[config.mk]
export PLATFORM = sky130hd
export DESIGN_NAME = baud_gen_frac
export DESIGN_NICKNAME = d
export VERILOG_FILES = /design/src/rtl/uart_pkg.sv /design/src/rtl/baud_gen_frac.sv
export SDC_FILE = /design/constraint.sdc
export NUM_CORES = 1
export LEC_CHECK = 0
export CORE_ASPECT_RATIO = 0.7
export CORE_MARGIN = 3
export CORE_UTILIZATION = 60
export CTS_BUF_LIST = sky130_fd_sc_hd__clkbuf_8
export DETAILED_ROUTE_END_ITERATION = 12
export PLACE_DENSITY = 0.88
export SLEW_MARGIN = 30
export SYNTH_ARGS = -nofsm -noshare
export SYNTH_HDL_FRONTEND = slang
export SYNTH_SLANG_ARGS = --single-unit
[constraint.sdc]
create_clock -name clk -period 7.8 [get_ports clk]
set_clock_uncertainty 0.05 [all_clocks]
set_input_delay 1.17 -clock clk [delete_from_list [all_inputs] [get_ports clk]]
set_output_delay 1.17 -clock clk [all_outputs]
set_load 0.005 [all_outputs]
[src/rtl/uart_pkg.sv]
// Shared UART constants and the divisor helper for the baud generator, uart_rx and uart_tx.
package uart_pkg;

  localparam int unsigned CLK_FREQ_DEF  = 100000000;
  localparam int unsigned BAUD_RATE_DEF = 115200;

  // Rounded clk/(baud*os) in fixed point: result[frac_w-1:0] is the fraction, the rest the integer.
  function automatic logic [63:0] baud_div(input longint unsigned clk_hz,
                                           input longint unsigned baud,
                                           input longint unsigned os,
                                           input int unsigned     frac_w);
    longint unsigned den;
    den = baud * os;
    if (den == 0) den = 1;
    return 64'(((clk_hz << frac_w) + (den >> 1)) / den);
  endfunction

endpackage

[src/rtl/baud_gen_frac.sv]
// Fractional-N baud generator: oversample tick, baud tick and oversample phase index,
// with a shadowed runtime divisor that switches only on period boundaries.
module baud_gen_frac
  import uart_pkg::*;
#(
  parameter int unsigned CLK_FREQ   = CLK_FREQ_DEF,
  parameter int unsigned BAUD_RATE  = BAUD_RATE_DEF,
  parameter int unsigned OVERSAMPLE = 16,
  parameter int unsigned DIV_W      = 16,
  parameter int unsigned FRAC_W     = 4
) (
  input  logic                    clk,
  input  logic                    rst,
  input  logic                    en,
  input  logic                    cfg_load,
  input  logic [DIV_W-1:0]        div_int,
  input  logic [FRAC_W-1:0]       div_frac,
  output logic                    tick_os,
  output logic                    tick_baud,
  output logic [((OVERSAMPLE > 1) ? $clog2(OVERSAMPLE) : 1)-1:0] os_phase
);

  localparam int unsigned PH_W  = (OVERSAMPLE > 1) ? $clog2(OVERSAMPLE) : 1;
  localparam int unsigned CNT_W = DIV_W + 1;
  localparam int unsigned SUM_W = FRAC_W + 1;

  localparam logic [63:0]       DEF_DIV  = baud_div(64'(CLK_FREQ), 64'(BAUD_RATE),
                                                    64'(OVERSAMPLE), FRAC_W);
  localparam logic [DIV_W-1:0]  DEF_INT  = DIV_W'(DEF_DIV >> FRAC_W);
  localparam logic [FRAC_W-1:0] DEF_FRAC = FRAC_W'(DEF_DIV);

  logic [CNT_W-1:0]  cnt_q, cnt_d;
  logic [FRAC_W-1:0] acc_q, acc_d;
  logic              extra_q, extra_d;
  logic [PH_W-1:0]   phase_q, phase_d;
  logic              tick_os_q, tick_os_d;
  logic              tick_baud_q, tick_baud_d;
  logic [DIV_W-1:0]  sh_int_q, sh_int_d, act_int_q, act_int_d;
  logic [FRAC_W-1:0] sh_frac_q, sh_frac_d, act_frac_q, act_frac_d;

  logic [CNT_W-1:0]  div_eff;
  logic [CNT_W-1:0]  period_end;
  logic              wrap;
  logic [DIV_W-1:0]  nxt_int;
  logic [FRAC_W-1:0] nxt_frac;

  // A load arriving on the boundary cycle bypasses the shadow so it governs the new period.
  always_comb begin
    div_eff    = (act_int_q == '0) ? CNT_W'(1) : CNT_W'(act_int_q);
    period_end = CNT_W'(div_eff + CNT_W'(extra_q) - CNT_W'(1));
    wrap       = en && (cnt_q == period_end);
    nxt_int    = cfg_load ? div_int  : sh_int_q;
    nxt_frac   = cfg_load ? div_frac : sh_frac_q;
  end

  always_comb begin
    cnt_d       = cnt_q;
    acc_d       = acc_q;
    extra_d     = extra_q;
    phase_d     = phase_q;
    tick_os_d   = 1'b0;
    tick_baud_d = 1'b0;
    sh_int_d    = sh_int_q;
    sh_frac_d   = sh_frac_q;
    act_int_d   = act_int_q;
    act_frac_d  = act_frac_q;

    if (cfg_load) begin
      sh_int_d  = div_int;
      sh_frac_d = div_frac;
    end

    if (!en) begin
      cnt_d      = '0;
      acc_d      = '0;
      extra_d    = 1'b0;
      phase_d    = '0;
      act_int_d  = nxt_int;
      act_frac_d = nxt_frac;
    end else begin
      // os_phase advances once the tick it labels has been presented
      if (tick_os_q) begin
        phase_d = (phase_q == PH_W'(OVERSAMPLE - 1)) ? '0 : PH_W'(phase_q + PH_W'(1));
      end
      if (wrap) begin
        cnt_d              = '0;
        {extra_d, acc_d}   = SUM_W'(SUM_W'(acc_q) + SUM_W'(nxt_frac));
        act_int_d          = nxt_int;
        act_frac_d         = nxt_frac;
        tick_os_d          = 1'b1;
        tick_baud_d        = (phase_d == PH_W'(OVERSAMPLE - 1));
      end else begin
        cnt_d = CNT_W'(cnt_q + CNT_W'(1));
      end
    end
  end

  always_ff @(posedge clk or posedge rst) begin
    if (rst) begin
      cnt_q       <= '0;
      acc_q       <= '0;
      extra_q     <= 1'b0;
      phase_q     <= '0;
      tick_os_q   <= 1'b0;
      tick_baud_q <= 1'b0;
      sh_int_q    <= DEF_INT;
      sh_frac_q   <= DEF_FRAC;
      act_int_q   <= DEF_INT;
      act_frac_q  <= DEF_FRAC;
    end else begin
      cnt_q       <= cnt_d;
      acc_q       <= acc_d;
      extra_q     <= extra_d;
      phase_q     <= phase_d;
      tick_os_q   <= tick_os_d;
      tick_baud_q <= tick_baud_d;
      sh_int_q    <= sh_int_d;
      sh_frac_q   <= sh_frac_d;
      act_int_q   <= act_int_d;
      act_frac_q  <= act_frac_d;
    end
  end

  assign tick_os   = tick_os_q;
  assign tick_baud = tick_baud_q;
  assign os_phase  = phase_q;

endmodule

==> results.toml, run 1 <==
[run_status]
status = "complete, no violations"

[logic_synthesis]
yosysUniqueCellTypes = 57
synth.largest_area_cell = "dfrtp_1"
syn-cell-area_um2 = 3570
synth_xor_area_share_pct = 8.84
synth-seq-cells = 64
synth_top_area_share_pct = 38.6
synth_top_family_by_area = "simple AND/OR/NAND/NOR gates"
async_reset_ff_share_pct = 100
synth_cells = 319
yosys-top-cells-area = "dfrtp_1 39%, mux2_2 7.6%, dfstp_2 6.6%"
yosysSeqAreaShare_pct = 45.2
yosys_warnings = 0
syn_nets = 352
synth-edff-count = 0
synth_adder_area_share_pct = 3.37
synth_compound_gate_area_share_pct = 7.75
synth_ff_type = "dfrtp_1"
syn_area_per_cell_um2 = 11.2
synth.mux.area_fraction_pct = 12.9
yosys.area_share.simple_pct = 18.5

[worst_setup_path]
reg2regPathDepth = 13
worstSetupPathType = "flip-flop to flip-flop"
cp.arrival_ns = 4.62
crit_path_start_kind = "flip-flop"
end_kind = "flip-flop"
crit_path_max_fanout = 20
worst_ep_required_time_ns = 8.02

[route]
drtPass1Iterations = 5
ant_nets = 0
drc = 0
wl_mm = 7.20
vias_per_cell = 5.90
drt_iter0_markers = 225
num_vias = 2513
wl_per_cell_um = 16.9

[clock_tree]
cts_max_path_buffers = 2
cts_tree = "yes"
path_clk_slew_ns = 0.07
post-cts-setup-buffer-count = 0
clock_latency_ns = 0.34
cts_root_buf = "clkbuf_8"
cts_resized = 0
cts_num_sinks = 64
h-tree-depth = 3
numCtsBuffers = 9
cts_hold_buffers = 0

[sta]
timing.final.ws_setup_ns = 3.40
worst_pin_slew_ns = 0.782
drv_slew = 0
fin_crit_sh_pct = 56.4
grt_setup_unrepaired = "no"
setup_viol = 0
setup_tns_ns = 0
timing.final.hold_violations = 0
fmax_ghz = 0.227
period_needed_ns = 4.40
slew_headroom_pct = 47.9

[run]
drv_cap = 0

[finish]
final_cell_mix = "55 x dfrtp_1, 31 x nor2_1, 28 x clkdlybuf4s50_1"
drive_gt1_share_pct = 19.8
num_antenna_cells = 0
final_common_cell = "dfrtp_1"
syn_to_final_growth_pct = 14.4
final_nets = 382
fillers = 367

[place]
routabilityCongestion = 0.907
post-dp-hpwl_mm = 5.26
place.port_buffers = 29
pre_cts_ws_ns = 3.50

[global_routing]
grt_usage_pct = 22.4
grt_remaining_overflow = 0
grt_pass1_wl_mm = 12.3
grt_max_degree = 65
grt_antenna_before_repair = 0
grt_pass1_vias = 2530

[floorplan]
fp.dieH_um = 70.5
initial_core_util_pct = 65.1
ioPinCount = 30
floorplan.die_area_um2 = 6920
die_w_um = 98.1
rows = 22
coreArea_um2 = 5480

[pwr]
powerDensity_nw_per_um2 = 194
leakage_nw = 1.76
ir_worst_vdd_v = 0.000111

[worst_hold_path]
min_delay_path_depth = 1
hold_class = "flip-flop to flip-flop"
-- Yosys cell counts, types with 2 or more instances --
master,count
a21oi_1,11
buf_2,3
and4_1,2
nand4b_1,4
inv_1,8
and4b_1,2
nor3_1,6
nor4_1,3
o211a_1,2
xor2_1,18
a2111oi_0,2
mux2_2,24
dfrtp_1,55
nand4_1,3
clkbuf_1,5
or3b_1,2
xnor2_1,18
nor2_1,31
nand2_1,13
a211oi_1,2
and2_1,4
a21o_1,2
nand3_1,17
dfstp_2,9
and3_1,9
ha_1,8
nand2b_1,4
buf_6,3
o21ai_0,7
nor2b_1,4
mux2_4,12
-- logic make-up (layout without fill, tap and decap cells) --
group | Yosys count | count (layout)
simple gates | 113 | 113
flops | 64 | 64
compound gates | 39 | 39
mux | 37 | 37
xor+xnor | 36 | 36
buf+inv | 21 | 56
fa+ha+maj | 9 | 9
-- cell type report --
class                   count  area, µm²  share of cell area [%]
repair buffers             31        320                    7.86
flip-flops and latches     64       1610                    39.6
clock inverters             7       65.1                    1.60
inverters                   9       33.8                   0.828
well taps                  72       90.1                    2.21
multi-input cells         234       1830                    44.9
clock buffers               9        124                    3.04
-- worst paths after layout --
| kind | from | end | slack [ns] |
|---|---|---|---|
| worst max-delay path | act_int_q[9] | act_int_q[1] | 3.40 |
| worst min-delay path | sh_int_q[11] | sh_int_q[11] | 0.45 |
| worst max register to register | act_int_q[9] | act_int_q[1] | 3.40 |
| worst min register to register | sh_int_q[11] | sh_int_q[11] | 0.45 |
| max in group asynchronous | rst | os_phase[0] | 5.86 |
| min in group asynchronous | rst | sh_int_q[10] | 1.33 |
-- power by group --
part           internal [mW]  leakage [nW]  switching (mW)  total [mW]
logic                 0.0693         0.860          0.0598       0.129
clock network          0.145         0.100           0.126       0.271
registers              0.360         0.799          0.0286       0.389
total                  0.575          1.76           0.215       0.789
-- per-layer routing --
metal  part of all wire (%)  global-route usage (%)
met1                     48                    32.4
met2                     43                    32.8
met3                    7.6                    5.79
met4                    2.0                    7.88
met5                      0                       0
-- registers in the layout, summed over array words and instances, names as in the netlist --
signal,count
sh_frac_q,4
extra_q,1
act_int_q,16
acc_q,4
sh_int_q,16
os_phase,4
cnt_q,17
tick_baud,1
tick_os,1
-- critical path, cell delays in order (launching register included) --
cell and delay (ns):
dfrtp_1 0.47, nor3_1 0.53, nand3_1 0.25, nor4_1 0.30, nor2_1 0.08, ha_1 0.19, nor3b_2 0.21, a2111oi_0 0.42
a2111oi_0 0.12, nand2_1 0.09, or3b_1 0.47, o21ai_4 0.58, buf_16 0.23, mux2_4 0.31
-- per-stage QoR --
| step | instance area, µm² | cells | util [%] | power (mW) | hold WS [ns] |
|---|---|---|---|---|---|
| global route | 4080 | 426 | 74.4 | 0.824 | 0.463 |
| finish | 4080 | 426 | 74.4 | 0.789 | 0.452 |
| global placement | 3870 | 409 | 70.6 | 0.515 | 0.430 |
| CTS | 4080 | 426 | 74.5 | 0.794 | 0.455 |
| detailed placement | 3890 | 410 | 71.1 | 0.523 | 0.439 |
| floorplan | 3570 | 319 | - | 0.487 | 0.418 |
Note: power is estimated with default switching activity, not from simulation.
==> inputs of run 2 (changes only) <==
- CORE_UTILIZATION: 60 -> 54
- PLACE_DENSITY: 0.88 -> 0.84
- clock period: 7.8 -> 3.95 ns (I/O delays scaled with it)
==> results.toml, run 2 (synthesized netlist as in run 1, its figures left out) <==
[run_status]
status = "complete, no violations"

[finish]
final_common_cell = "dfrtp_1"
regArea_um2 = 1610
final_cell_mix = "55 x dfrtp_1, 31 x nor2_1, 29 x clkdlybuf4s50_1"
largest_reg_flops = 17
finalNonFillerCells = 443
multi_input_area_um2 = 1850
top_regs = "cnt_q (17), act_int_q (16), sh_int_q (16)"
num_antenna_cells = 0
final_nets = 393
top_register = "cnt_q"
fillers = 469
drive_gt1_share_pct = 22.5
syn_to_final_growth_pct = 19.4

[global_routing]
grt_antenna_before_repair = 0
grt_remaining_overflow = 0
grt_max_degree = 49
grt_usage_pct = 20.7
grt_pass1_vias = 2404
grt_pass1_wl_mm = 11.8

[worst_setup_path]
crit_slowest_cell = "dfstp_2"
critPathMaxStageDelay_ns = 0.61
crit_family = "simple AND/OR/NAND/NOR gates"
crit_path_start_kind = "flip-flop"
path_cells = "nor2_1 > nand2_1 > nor4_1 > nor2_1 > ha_1 > ha_1 > nor4b_2 > nand4b_1 > xnor2_1 > or3b_1 > o21ai_4 > buf_12 > mux2_2"
cp.arrival_ns = 3.93
end_kind = "flip-flop"
crit_buf_inv = 1
crit_path_max_fanout = 17
worstSetupPathType = "flip-flop to flip-flop"
worst_ep_required_time_ns = 4.13

[clock_tree]
clock_latency_ns = 0.34
cts_tree = "yes"
cts_num_sinks = 64
numCtsBuffers = 9
cts_root_buf = "clkbuf_8"
cts_max_path_buffers = 2
path_clk_slew_ns = 0.07
h-tree-depth = 3
cts_hold_buffers = 0

[route]
drtPass1Iterations = 5
ant_nets = 0
wl_mm = 7.62
wl_per_cell_um = 17.2
drt_iter0_markers = 214
drc = 0
num_vias = 2592
vias_per_cell = 5.85

[pwr]
finalPower_mw = 1.74
pwr-share-clk_pct = 39.4
intPower_mw = 1.30
leakage_nw = 1.85
p_seq_share_pct = 43.8
ir_worst_vdd_v = 0.000202
power.switching_mw = 0.436
powerDensity_nw_per_um2 = 408
combPwrFrac_pct = 16.8
swShare_pct = 25.1

[place]
pre_cts_ws_ns = 0.177
place.port_buffers = 29
post-dp-hpwl_mm = 5.30
dp_cells = 422
routabilityCongestion = 0.898

[floorplan]
die_w_um = 103
coreArea_um2 = 6310
floorplan.die_area_um2 = 7630
fp.dieH_um = 74.0
ioPinCount = 30
initial_core_util_pct = 56.5
rows = 24

[sta]
worst_pin_slew_ns = 0.798
fin_crit_sh_pct = 95.1
setup_viol = 0
fmax_ghz = 0.266
slew_headroom_pct = 46.7
timing.final.ws_setup_ns = 0.195
drv_slew = 0
period_needed_ns = 3.75
holdWs_ns = 0.451
timing.final.hold_violations = 0

[worst_hold_path]
hold_class = "flip-flop to flip-flop"

[run]
drv_cap = 0
[run 2: repair_timing]
action                     CTS  global route
setup endpoints to repair    0            16
gates resized for setup      0             4
buffers inserted             0             4
[run 2: layout make-up]
type | instances | area share, %
Sequential cell | 64 | 37.9
Clock buffer | 10 | 3.23
Timing Repair Buffer | 42 | 9.81
Multi-Input combinational cell | 234 | 43.4
Inverter | 9 | 0.823
Clock inverter | 6 | 2.53
Tap cell | 78 | 2.29
[run 2: worst paths after layout]
path                              start      endpoint  slack (ns)  depth (start not counted)
setup / recovery           act_int_q[4]  act_int_q[0]        0.20                         13
setup reg to reg           act_int_q[4]  act_int_q[0]        0.20                         13
min in group asynchronous           rst  sh_int_q[11]        0.65                          2
hold / removal             sh_frac_q[0]  sh_frac_q[0]        0.45                          1
max in group asynchronous           rst      cnt_q[3]        2.48                          3
hold reg to reg            sh_frac_q[0]  sh_frac_q[0]        0.45                          1
[run 2: power groups by stage]
stage	sequential (mW)	combinational (mW)	clock, mW
floorplan	0.748	0.214	0
global placement	0.767	0.266	0
detailed placement	0.768	0.274	0
CTS	0.758	0.276	0.691
global route	0.765	0.315	0.730
finish	0.760	0.291	0.685
[run 2: routing by layer]
metal	wire [µm]	share of wire, %	vias up	GRT usage (%)
met5	0	0	-	0
met4	121	1.6	0	7.76
met3	483	6.3	12	5.90
met2	3320	44	92	29.7
met1	3700	49	1269	29.9
li1	-	-	1219	-
[run 2: worst register-to-register path, cell delays in order (launching register included)]
cell and delay [ns]:
dfstp_2 0.61, nor2_1 0.14, nand2_1 0.09, nor4_1 0.04, nor2_1 0.10, ha_1 0.18
ha_1 0.21, nor4b_2 0.50, nand4b_1 0.20, xnor2_1 0.19, or3b_1 0.52, o21ai_4 0.24
buf_12 0.20, mux2_2 0.36
[run 2: through the flow]
step,TNS (ns),utilization [%],area [µm²]
after floorplan,0,-,3570
after global placement,0,62.5,3940
after detailed placement,0,62.5,3940
after CTS,0,66.3,4180
after global routing,-0.143,67.5,4260
final,0,67.5,4260
